--- src/rtl/dm_xfer_pkg.sv ---
// Shared types and defaults for the dat_mem block move engine.
package dm_xfer_pkg;
  localparam int AW_DEF = 8;
  localparam int DW_DEF = 8;

  typedef enum logic {COPY = 1'b0, FILL = 1'b1} xfer_mode_t;
  typedef enum logic [1:0] {IDLE, RD, WR, DONE} xfer_state_t;
endpackage

--- src/rtl/dm_xfer_engine.sv ---
// Block move engine: COPY (read-then-write per byte) or FILL over the dat_mem port.
module dm_xfer_engine
  import dm_xfer_pkg::*;
#(
  parameter int AW = AW_DEF,
  parameter int DW = DW_DEF
) (
  input  logic          clk,
  input  logic          reset,
  input  logic          start,
  input  xfer_mode_t    mode,
  input  logic [AW-1:0] src_addr,
  input  logic [AW-1:0] dst_addr,
  input  logic [AW:0]   len,
  input  logic [DW-1:0] fill_val,
  output logic          busy,
  output logic          done,
  output logic [AW-1:0] dm_addr,
  output logic [DW-1:0] dm_dat_in,
  output logic          dm_wr_en,
  input  logic [DW-1:0] dm_dat_out
);

  xfer_state_t   state_q, state_d;
  xfer_mode_t    mode_q;
  logic [AW-1:0] src_cur, dst_cur;
  logic [AW:0]   remaining;
  logic [DW-1:0] rbuf, fill_q;

  always_ff @(posedge clk) begin
    if (reset) state_q <= IDLE;
    else       state_q <= state_d;
  end

  always_comb begin
    state_d = state_q;
    case (state_q)
      IDLE: if (start) begin
        if (len == '0)        state_d = DONE;
        else if (mode == FILL) state_d = WR;
        else                   state_d = RD;
      end
      RD:   state_d = WR;
      WR: begin
        if (remaining == (AW+1)'(1)) state_d = DONE;
        else if (mode_q == FILL)     state_d = WR;
        else                         state_d = RD;
      end
      DONE: state_d = IDLE;
      default: state_d = IDLE;
    endcase
  end

  // Pointers wrap naturally at AW bits; operands are latched so inputs are ignored while busy.
  always_ff @(posedge clk) begin
    if (reset) begin
      src_cur   <= '0;
      dst_cur   <= '0;
      remaining <= '0;
      rbuf      <= '0;
      fill_q    <= '0;
      mode_q    <= COPY;
    end else begin
      case (state_q)
        IDLE: if (start) begin
          src_cur   <= src_addr;
          dst_cur   <= dst_addr;
          remaining <= len;
          mode_q    <= mode;
          fill_q    <= fill_val;
        end
        RD: begin
          rbuf    <= dm_dat_out;
          src_cur <= src_cur + AW'(1);
        end
        WR: begin
          dst_cur   <= dst_cur + AW'(1);
          remaining <= remaining - (AW+1)'(1);
        end
        default: ;
      endcase
    end
  end

  // Write enable is gated by reset so a reset landing on a WR cycle drops that write.
  always_comb begin
    dm_addr   = '0;
    dm_dat_in = '0;
    dm_wr_en  = 1'b0;
    busy      = (state_q != IDLE);
    done      = (state_q == DONE);
    case (state_q)
      RD: dm_addr = src_cur;
      WR: begin
        dm_addr   = dst_cur;
        dm_dat_in = (mode_q == FILL) ? fill_q : rbuf;
        dm_wr_en  = ~reset;
      end
      default: ;
    endcase
  end

endmodule

--- config.mk ---
export PLATFORM = sky130hd
export DESIGN_NAME = dm_xfer_engine
export DESIGN_NICKNAME = d
export VERILOG_FILES = /design/src/rtl/dm_xfer_pkg.sv /design/src/rtl/dm_xfer_engine.sv
export SDC_FILE = /design/constraint.sdc
export NUM_CORES = 1
export LEC_CHECK = 0
export ABC_CLOCK_PERIOD_IN_PS = 5400
export BUFFER_PORTS_ARGS = -buffer_cell sky130_fd_sc_hd__buf_2
export CORE_MARGIN = 8
export CORE_UTILIZATION = 44
export CTS_BUF_LIST = sky130_fd_sc_hd__clkbuf_4
export CTS_CLUSTER_SIZE = 12
export DETAILED_ROUTE_END_ITERATION = 10
export PLACE_DENSITY = 0.68
export SLEW_MARGIN = 20
export SYNTH_ARGS = -nofsm -noshare
export SYNTH_HDL_FRONTEND = slang
export SYNTH_SLANG_ARGS = --single-unit
export TNS_END_PERCENT = 10
--- constraint.sdc ---
create_clock -name clk -period 5.4 [get_ports clk]
set_clock_uncertainty 0.05 [all_clocks]
set_input_delay 1.08 -clock clk [delete_from_list [all_inputs] [get_ports clk]]
set_output_delay 1.08 -clock clk [all_outputs]
set_load 0.02 [all_outputs]
# Yosys cells after proc, flatten, opt, wreduce, memory -nomap -nowiden

Index checks and enable logic that the tools add are counted.

$add $sub $neg: 3
$mul: 0
Divide/modulo/power cells: 0
Order comparisons: 0
Eq/ne operators: 5
Shifts and indexed selects: 0
Mux-type cells: 16
Bitwise logic cells: 1
Reduce and logical (&&, ||, !) cells: 8

Operators with widths:

| operator            | count |
|---|---|
| $pmux 8 s2          | 3 |
| $mux 8              | 4 |
| $pmux 9 s2          | 1 |
| $add 8x1->8 const B | 2 |
| $mux 2              | 5 |
| $eq 9x1->1 const B  | 1 |
| $logic_not 9->1     | 1 |
| $mux 9              | 1 |
| $sub 9x1->9 const B | 1 |
| $pmux 2 s4          | 1 |
| $reduce_and 2->1    | 3 |
| $reduce_bool 2->1   | 3 |
| $eq 2x2->1 const B  | 2 |
| $eq 2x1->1 const B  | 1 |
| $logic_not 2->1     | 1 |
| $ne 2x2->1 const B  | 1 |
| $mux 1              | 1 |
| $not 1->1           | 1 |

Flip-flop bits (word level): 44
Latch bits: 0
Bits in writable memories: 0
ROM bits: 0
Output and inout port bits: 19
Logic and storage cells: 40
Memories: 0

# Logic depth before layout (Yosys ltp)

Word-level depth: 4
Mapped depth: 8

# Worst setup path after synthesis

Ideal clock, no wire load.

Path type: flip-flop to output port
From: register state_q[1]
To: output port dm_addr[6]
Arrival time: 1901 ps
Slack: 2369 ps
Stages on the path, launching flop included: 7
Cell sequence: dfxtp_1 > inv_1 > ha_1 > clkbuf_1 > clkbuf_1 > nand2_1 > a21boi_0

Longest elaborated chain between the ends: 2
Elaborated cells on any way between the ends: 3
Those cells by class: eq/ne (2); mux (1)

RTL lines:

| what                                     | line                 | RTL |
|---|---|---|
| from (decl)                              | dm_xfer_engine.sv:24 | `xfer_state_t state_q, state_d;` |
| from (signal assigned)                   | dm_xfer_engine.sv:32 | `else state_q <= state_d;` |
| $eq 2x2->1 or $eq 2x1->1 (tied branches) | dm_xfer_engine.sv:92 | `case (state_q)` |
| $pmux 8 s2 (*)                           | dm_xfer_engine.sv:92 |  |
| to (decl)                                | dm_xfer_engine.sv:18 | `output logic [AW-1:0] dm_addr,` |

Every way passes the cells marked *; elsewhere a longest branch is shown, timed or not.

# Worst setup path in the final report

From: register state_q[0]
To: output port dm_dat_in[0]

Longest elaborated chain between the ends: 2

RTL lines:

| what       | line                 | RTL |
|---|---|---|
| $eq 2x2->1 | dm_xfer_engine.sv:92 |  |
| $mux 8     | dm_xfer_engine.sv:92 |  |
| to (decl)  | dm_xfer_engine.sv:19 | `output logic [DW-1:0] dm_dat_in,` |

No other way between the ends.

==> implementation parameters <==
Parameter                              Value

Status
  Outcome    finished, final reports clean

Pwr
  Peak supply drop    0.2076 mV
  Leakage    1.195 nW
  Cell Pwr Density    503.9 nW/µm²
  Total power draw    1.511 mW

Synth
  Avg Cell Area, Syn    7.866 µm²
  Mapped Nets    374
  Async S/R FF share, synth    0%
  Portion of the post-synthesis area used by sequential elements    34.89%
  Number of standard cells after synthesis    321
  Area of the mapped netlist    2525 µm²
  Netlist cell types    45
  Warning count from the yosys run    0
  Number of flops mapped to enable cells by yosys    0
  Main flop type after synthesis    sky130_fd_sc_hd__dfxtp_1
  Number of register bits inferred by synthesis    44

Timing
  Number of max-slew violations in the final report    0
  Post-route setup slack    2020 ps
  Total negative slack    0 ps
  RSZ-0062 raised after global routing    no
  Final period demand of the worst path    3380 ps
  Setup violation total in the final timing report    0
  Post-route clock period utilization    62.60%
  Timing-limited maximum frequency    295.8 MHz
  Max_slew headroom    43.40%
  Final hold violation count    0
  Worst Tran Pin Value    848.1 ps

Final layout
  Final instance area    2998 µm²
  Synthesis-to-layout area growth    18.73%
  Share of post-route cells with drive strength above 1    21.72%
  Count of nets after finishing    425
  Antenna cells    0

Clocking
  Maximum level of the CTS H-tree    2
  Total number of clock tree sinks    44
  Clock latency on the worst-skew pair    360 ps
  Bufs on Longest Clock Path    2
  Post-CTS repair timing setup buffer count    0
  Hold buffer count at cts    0
  Number of resized instances in the post-cts repair step    0
  Clock transition at path regs    140 ps
  Clk Tree Root Cell    sky130_fd_sc_hd__clkbuf_4
  Num CTS Buffers    5
  TritonCTS clock tree    built

Placement
  Detailed placer's ending HPWL    4741 µm
  Placer Congestion    0.8019
  Pre-CTS setup slack    2408 ps
  # port buffers    63
  DP Area    2870 µm²

Floorplan
  Die Width    91.75 µm
  Die H    91.75 µm
  Core ar.    5540 µm²
  # IOs    64
  Standard-cell row count    27
  Die Footprint    8418 µm²
  Initial Utilization    45.57%

Detailed routing
  Via count    2449
  Initial DRC Count    166
  Post-detailed-route DRC marker count    0
  Number of vias per cell    5.503
  First drt pass iteration count    4
  Routed len/inst    15.25 µm
  Detail Route Antenna Nets    0
  Total Routed Length    6786 µm

Worst setup path
  Flop2flop setup slack    3050 ps
  Worst reg2reg path endpoint    dst_cur[0]
  Worst Setup End Kind    primary output
  Critical path origin    state_q[0]
  Crit Path Max Fanout    35
  Arr. time, crit path    2250 ps
  Reg-to-Reg Start    state_q[0]
  Crit path launch type    flip-flop
  Worst reg2reg path depth    6
  Data required time of the critical path    4270 ps
  CP Capture Point    dm_dat_in[0]
  Critical path start-end classification    flip-flop to primary output

GRT
  Overflow left after global routing    0
  Via count of the first global-routing pass    2404
  Number of antenna violations at the first check in global routing    0
  Wire length of the first global-routing pass    11300 µm
  Overall track demand over capacity in global routing    15.94%
  Pin count of the biggest net entering global routing    45

Worst hold path
  Worst min path class    flip-flop to flip-flop

Flow run
  Max_cap viols    0
## registers in the layout, summed over array words and instances (netlist names)
signal / flops
mode_q: 1
src_cur: 8
remaining: 9
dst_cur: 8
state_q: 2
fill_q: 8
rbuf: 8
## per-layer routing
metal  vias to the layer above  track usage, %  wire (µm)
li1                       1258               -          -
met1                      1119           20.48       3220
met2                        64           25.21       2986
met3                         8           4.890        490
met4                         0           4.295         89
met5                         -               0          0
## Yosys cell counts, types with 4 or more instances
library cell,number,share of area (%)
sky130_fd_sc_hd__nor2b_1,15,3.7
sky130_fd_sc_hd__nand2_1,35,5.2
sky130_fd_sc_hd__clkbuf_1,21,3.1
sky130_fd_sc_hd__nor2_1,38,5.6
sky130_fd_sc_hd__nor3_1,4,0.79
sky130_fd_sc_hd__o22ai_1,4,0.99
sky130_fd_sc_hd__a21oi_1,26,5.2
sky130_fd_sc_hd__inv_1,10,1.5
sky130_fd_sc_hd__nor4_1,6,1.5
sky130_fd_sc_hd__o21ai_0,19,3.8
sky130_fd_sc_hd__a22oi_1,11,3.3
sky130_fd_sc_hd__dfxtp_1,44,35
sky130_fd_sc_hd__nand2b_1,5,1.2
sky130_fd_sc_hd__ha_1,8,4.0
sky130_fd_sc_hd__a211oi_1,5,1.5
sky130_fd_sc_hd__nand3_1,6,1.2
sky130_fd_sc_hd__mux2i_1,19,7.5
## cell usage in the layout, fill, tap and decap left out, types with 10 or more instances in the layout
cell	Yosys	layout
sky130_fd_sc_hd__dfxtp_1	44	44
sky130_fd_sc_hd__nor2b_1	15	15
sky130_fd_sc_hd__o21ai_0	19	19
sky130_fd_sc_hd__nand2_1	35	35
sky130_fd_sc_hd__inv_1	10	10
sky130_fd_sc_hd__a22oi_1	11	11
sky130_fd_sc_hd__buf_2	0	63
sky130_fd_sc_hd__nor2_1	38	38
sky130_fd_sc_hd__a21oi_1	26	26
sky130_fd_sc_hd__mux2i_1	19	19
## per-stage QoR
stage | hold slack [ps] | cells | utilization (%)
detailed placement | 396.5 | 437 | 51.81
global route | 441.8 | 445 | 54.11
finish | 413.3 | 445 | 54.11
global placement | 394.2 | 437 | 51.81
CTS | 415.2 | 445 | 54.11
floorplan | 386.0 | 321 | -
## worst min path at each step
stage / startpoint / to / depth (start not counted)
floorplan: fill_q[0] / fill_q[0] / 2
global placement: fill_q[5] / fill_q[5] / 2
detailed placement: fill_q[5] / fill_q[5] / 2
CTS: fill_q[5] / fill_q[5] / 2
global route: fill_q[0] / fill_q[0] / 2
finish: fill_q[5] / fill_q[5] / 2
## cell families (layout without fill, tap and decap cells)
logic type / Yosys count / after routing / share of synthesized area [%]
adders and majority gates: 8 / 8 / 3.964
muxes: 21 / 21 / 8.424
buffers and inverters: 32 / 84 / 4.757
and+or+nand+nor: 123 / 123 / 23.64
AOI/OAI and AO/OA: 93 / 93 / 24.33
DFF: 44 / 44 / 34.89
## worst max-delay path, cell delays in order (launching register included)
cell,delay [ps]
sky130_fd_sc_hd__dfxtp_1,400
sky130_fd_sc_hd__inv_1,80
sky130_fd_sc_hd__ha_1,190
sky130_fd_sc_hd__buf_4,240
sky130_fd_sc_hd__inv_1,660
sky130_fd_sc_hd__nor2_1,110
sky130_fd_sc_hd__buf_2,190
## cell type report
cell class | count | area, µm²
clock buffers | 5 | 37.54
clock inverters | 3 | 90.09
fillers | 568 | 2542
inverters | 10 | 37.54
multi-input cells | 245 | 1524
flip-flops and latches | 44 | 880.8
well taps | 72 | 90.09
repair buffers | 66 | 337.8
## where the power goes
part / internal [mW] / switching [mW]
registers: 0.418 / 0.102
logic: 0.280 / 0.407
clock network: 0.191 / 0.113
total: 0.889 / 0.622
(Power assumes the default switching activity.)
